[src/rtl/mem_port_arbiter.sv]
// mem_port_arbiter
//   Shares one synchronous memory port (1-cycle read latency, word addressed)
//   between instruction fetch and the MEM-stage load/store unit.
//   The data side has priority. Fetch is force-granted after STARVE_MAX
//   consecutive denied cycles. Read data is routed back only to the
//   requester that issued the read.
//
// Optional build macro: MEM_ARB_PERF_CNT_EN adds the perf_conflict and
// perf_force cycle counters. When the macro is undefined, the counters and
// their ports are absent. Grant behaviour is the same in both builds.
//
// Ports
//   clk, rst            clock; asynchronous active-high reset
//   if_req/if_addr      fetch read request and word address
//   if_gnt/if_stall     fetch issued this cycle / fetch held off
//   if_rvalid/if_rdata  fetch read return (rdata is 0 when not valid)
//   d_req/d_we/d_be     data request; store flag; store byte enables
//   d_addr/d_wdata      data word address; store data
//   d_gnt/d_stall       data issued this cycle (also the store ack) / held off
//   d_rvalid/d_rdata    load return (rdata is 0 when not valid)
//   mem_en/mem_we       memory enable; per-byte write enable
//   mem_addr/mem_din    memory word address; write data
//   mem_dout            memory read data, one cycle after the read is issued
//   perf_conflict       (macro only) cycles with both requests asserted
//   perf_force          (macro only) cycles with a forced fetch grant
//
// Read-owner states
//   state    | meaning
//   OWN_NONE | no read is outstanding, so mem_dout is not returned
//   OWN_IF   | mem_dout belongs to fetch this cycle
//   OWN_D    | mem_dout belongs to the load unit this cycle

module mem_port_arbiter #(
    parameter int STARVE_MAX = 4
) (
    input  logic        clk,
    input  logic        rst,
    input  logic        if_req,
    input  logic [31:2] if_addr,
    output logic        if_gnt,
    output logic        if_stall,
    output logic        if_rvalid,
    output logic [31:0] if_rdata,
    input  logic        d_req,
    input  logic        d_we,
    input  logic [3:0]  d_be,
    input  logic [31:2] d_addr,
    input  logic [31:0] d_wdata,
    output logic        d_gnt,
    output logic        d_stall,
    output logic        d_rvalid,
    output logic [31:0] d_rdata,
    output logic        mem_en,
    output logic [3:0]  mem_we,
    output logic [31:2] mem_addr,
    output logic [31:0] mem_din,
    input  logic [31:0] mem_dout
`ifdef MEM_ARB_PERF_CNT_EN
    ,
    output logic [31:0] perf_conflict,
    output logic [31:0] perf_force
`endif
);

    localparam logic [7:0] STARVE_LIM = 8'(STARVE_MAX);

    typedef enum logic [1:0] {
        OWN_NONE = 2'd0,
        OWN_IF   = 2'd1,
        OWN_D    = 2'd2
    } owner_t;

    owner_t     rd_owner;
    owner_t     rd_owner_nxt;
    logic [7:0] starve_cnt;
    logic       force_if;

    // Grant logic. A starved fetch takes the port for one cycle. Otherwise
    // the data side wins. This construction makes the two grants exclusive.
    assign force_if = if_req && (starve_cnt == STARVE_LIM);
    assign d_gnt    = d_req & ~force_if;
    assign if_gnt   = if_req & ~d_gnt;
    assign if_stall = if_req & ~if_gnt;
    assign d_stall  = d_req & ~d_gnt;

    assign mem_en   = if_gnt | d_gnt;
    assign mem_addr = d_gnt ? d_addr : if_addr;
    assign mem_we   = (d_gnt & d_we) ? d_be : 4'b0000;
    assign mem_din  = d_wdata;

    // Counts consecutive denied fetch cycles. The counter clears on any cycle
    // in which fetch is granted or not requesting. The saturating branch
    // only guards against a wrap if the compare above is ever changed.
    always_ff @(posedge clk or posedge rst) begin
        if (rst) begin
            starve_cnt <= 8'd0;
        end else if (if_req & ~if_gnt) begin
            if (starve_cnt != STARVE_LIM) begin
                starve_cnt <= starve_cnt + 8'd1;
            end
        end else begin
            starve_cnt <= 8'd0;
        end
    end

    always_ff @(posedge clk or posedge rst) begin
        if (rst) begin
            rd_owner <= OWN_NONE;
        end else begin
            rd_owner <= rd_owner_nxt;
        end
    end

    // The next owner is registered on the same edge that the current return
    // is consumed. This allows back-to-back reads with no bubble. Stores,
    // including stores with d_be=0, never claim ownership.
    always_comb begin
        rd_owner_nxt = OWN_NONE;
        if_rvalid    = 1'b0;
        d_rvalid     = 1'b0;
        if_rdata     = 32'd0;
        d_rdata      = 32'd0;

        if (if_gnt) begin
            rd_owner_nxt = OWN_IF;
        end else if (d_gnt & ~d_we) begin
            rd_owner_nxt = OWN_D;
        end

        case (rd_owner)
            OWN_IF: begin
                if_rvalid = 1'b1;
                if_rdata  = mem_dout;
            end
            OWN_D: begin
                d_rvalid = 1'b1;
                d_rdata  = mem_dout;
            end
            default: ;
        endcase
    end

`ifdef MEM_ARB_PERF_CNT_EN
    always_ff @(posedge clk or posedge rst) begin
        if (rst) begin
            perf_conflict <= 32'd0;
            perf_force    <= 32'd0;
        end else begin
            if (if_req & d_req) begin
                perf_conflict <= perf_conflict + 32'd1;
            end
            if (force_if) begin
                perf_force <= perf_force + 32'd1;
            end
        end
    end
`endif

endmodule

[config.mk]
export PLATFORM = sky130hd
export DESIGN_NAME = mem_port_arbiter
export DESIGN_NICKNAME = d
export VERILOG_FILES = /design/src/rtl/mem_port_arbiter.sv
export SDC_FILE = /design/constraint.sdc
export NUM_CORES = 1
export LEC_CHECK = 0
export ABC_AREA = 0
export CAP_MARGIN = 10
export CORE_AREA = 2 2 104 106
export CTS_BUF_LIST = sky130_fd_sc_hd__clkbuf_8
export DETAILED_ROUTE_END_ITERATION = 12
export DIE_AREA = 0 0 106 108
export HOLD_SLACK_MARGIN = 0.12
export SETUP_SLACK_MARGIN = 0.02
export SYNTH_ARGS = -nofsm -noshare
export SYNTH_HDL_FRONTEND = slang
export SYNTH_SLANG_ARGS = --single-unit
[constraint.sdc]
create_clock -name clk -period 2.4 [get_ports clk]
set_input_delay 0.48 -clock clk [delete_from_list [all_inputs] [get_ports clk]]
set_output_delay 0.48 -clock clk [all_outputs]
set_load 0.1 [all_outputs]
==> summary.md <==
| Metric | Value |
|---|---|
| Max-cap violations | 0 |
| Die footprint | 11400 µm² |
| Synth unique cells | 25 |
| Cell mode on critical path | buf_12 |
| Vias in the first global route | 2057 |
| Library cell with the largest summed area after synthesis | mux2_4 |
| Finished Layout Cells | 514 |
| HPWL after DPL | 6.46 mm |
| Most common cell in the synthesized netlist | and2_1 |
| Crit end category | primary output |
| Top cells by area, synth | mux2_4 (25%), and2_1 (23%), dfrtp_1 (15%), buf_4 (14%), buf_12 (3.5%) |
| Final setup margin | -0.231 ns |
| Max incr delay on CP | 0.57 ns |
| Yosys reg bits | 10 |
| Via Count | 2012 |
| CTS Buffer Depth | 2 |
| Levels on crit path | 6 |
| Worst path top cell family by delay | simple AND/OR/NAND/NOR gates |
| WL per Instance | 14.8 µm |
| CP max-delay cell | or4b_4 |
| Post-synthesis net count | 326 |
| Failing checks | setup timing |
| Core Rows | 37 |
| Fin area | 4990 µm² |
| Clk Latency, worst-skew pair | 0.23 ns |
| Synth cell count leaders | and2_1 (64), buf_4 (32), mux2_4 (29) |
| Register area share after synthesis | 14.5% |
| # H-tree levels | 1 |
| Period minus WS final | 2.63 ns |
| WL final | 7.60 mm |
| IO Count | 270 |
| # diodes | 0 |
| Nets@finish | 515 |
| Final slew viol count | 0 |
| RePlAce Congestion | 0.767 |
| Clock sinks | 10 |
| FF-to-FF path depth | 6 |
| Post-route ant nets | 0 |
| RSZ-0062 raised after global routing | yes |
| P_leak | 2.17 nW |
| Clock transition at path regs | 0.05 ns |
| Layout cell share with drive strength beyond 1 | 49.2% |
| Final Setup Violations | 36 |
| Synth Flop Type | dfrtp_1 |
| Largest net degree at the start of global routing | 34 |
| Dpl cells | 505 |
| Worst ir drop on vdd | 0.000218 V |
| Syn Std Cell Area | 1720 µm² |
| Slew headroom | 74.4% |
| Port bufs | 205 |
| Clock skew | 0.00268 ns |
| Cell Chain, Critical Path | or4b_4 > o21ai_4 > buf_12 > buf_12 > mux2_4 > buf_12 |
| Post-synthesis cell count | 191 |
| Final-report hold violation count | 0 |
| Syn Area/Cell | 9.01 µm² |
| Fmax achieved | 0.380 GHz |
| Root Driver | clkbuf_8 |
| Syn. warnings | 0 |
| Buf/Inv on CP | 3 |
| R2R Path End | starve_cnt[1]$_DFFE_PP0P_ |
| Crit share post-route | 110% |
| GRT Residual Overflow | 0 |
| Total CTS buffers | 3 |
| CTS tree | done |
| Worst reg2reg setup slack | 0.49 ns |
| CP max FO | 7 |
| Die span in y | 108 µm |
| DP Area | 4820 µm² |
| Tightest Pin Transition | 0.383 ns |
| GRT Overall Usage | 12.0% |
| CTS Hold Buffers Added | 0 |
| Core Region | 10200 µm² |
| Yosys top cell area share | 25.3% |
| Crit path DAT | 2.15 ns |
| Power Density | 357 nW/µm² |
| Reg2reg start | starve_cnt[5]$_DFFE_PP0P_ |
| 1st-iter DRT viols | 55 |
| Ys async rst share | 100% |
| DRC | 0 |
| Via density | 3.91 |
| Worst min path class | in2async |
| Worst Path Required | 1.92 ns |
| Initial antenna violation count | 0 |
| First-pass GRT wire length | 11.0 mm |
| Power Total | 1.78 mW |
| Layout area overhead | 190% |
| Die X | 106 µm |
| Status | complete, but fails checks |
| CP startpoint kind | flip-flop |
| Initial Utilization | 16.8% |
| Post-synth EDFFs | 0 |
| DRT Pass-1 Iters | 4 |
| Crit Path Class | reg2out |
[cell families (layout without fill, tap and decap cells)]
kind of cell | Yosys count | after routing | share of synthesized area [%]
AOI/OAI and AO/OA | 8 | 8 | 3.12
xor gates and xnor gates | 3 | 3 | 1.53
adders and majority gates | 2 | 2 | 1.45
buffers and inverters | 48 | 235 | 20.3
DFF | 10 | 10 | 14.5
muxes | 30 | 30 | 25.9
and+or+nand+nor | 90 | 90 | 33.1
[worst max-delay path by stage]
stage / to / from
4_1_cts: mem_addr[8] / starve_cnt[6]$_DFFE_PP0P_
2_1_floorplan: if_gnt / starve_cnt[5]$_DFFE_PP0P_
5_1_grt: mem_addr[28] / starve_cnt[5]$_DFFE_PP0P_
3_3_place_gp: mem_addr[31] / if_req
3_5_place_dp: mem_addr[31] / if_req
6_report: mem_addr[5] / starve_cnt[5]$_DFFE_PP0P_
[registers in the layout, summed over array words and instances, names as in the netlist]
signal,count
starve_cnt,8
rd_owner,2
[metrics by stage]
stage	utilization [%]	hold WS [ns]	setup slack [ns]	setup TNS, ns
after CTS	48.4	0.533	-0.259	-8.19
final	48.8	0.528	-0.231	-6.98
after global placement	47.2	0.522	-0.268	-6.63
after floorplan	-	0.320	-0.481	-2.60
after global routing	48.8	0.577	-0.266	-8.55
after detailed placement	47.2	0.526	-0.311	-7.92
[per-layer routing]
metal  track usage (%)  wire, µm  share of wire [%]  up-vias
li1                  -         -                  -      970
met1              14.2      3020                 40      921
met2              21.9      3900                 51      121
met3              3.86       680                9.0        0
met4              1.13         0                  0        0
met5                 0         0                  0        -
[cells in the final DEF, fill, tap and decap left out, drive strengths merged, types with 4 or more instances in the layout]
| master | instances |
|---|---|
| clkbuf | 4 |
| buf | 124 |
| and3 | 5 |
| inv | 7 |
| mux2 | 30 |
| clkdlybuf4s50 | 99 |
| nor2 | 6 |
| and2 | 64 |
| o21ai | 4 |
| dfrtp | 10 |
[power by group]
| part | switching, mW | leakage (nW) | internal (mW) |
|---|---|---|---|
| sequential | 0.00162 | 0.136 | 0.173 |
| combinational | 0.844 | 2.01 | 0.598 |
| clock | 0.0588 | 0.0216 | 0.109 |
| total | 0.905 | 2.17 | 0.879 |
[cell type report]
cell class | instances | area (µm²)
multi-input combinational | 133 | 1160
timing repair buffer | 225 | 3350
fill | 903 | 5240
tap | 136 | 170
clock buffer | 3 | 41.3
sequential | 10 | 250
inverter | 7 | 26.3
[repair_timing]
action                     CTS  global route
cloned                       2             1
setup endpoints to repair   36            37
pin swaps                    2             3
buffers inserted             2             1
hold endpoints to repair     0             0
resized for setup            4             2
No activity file was read; power rests on OpenSTA's default activity.
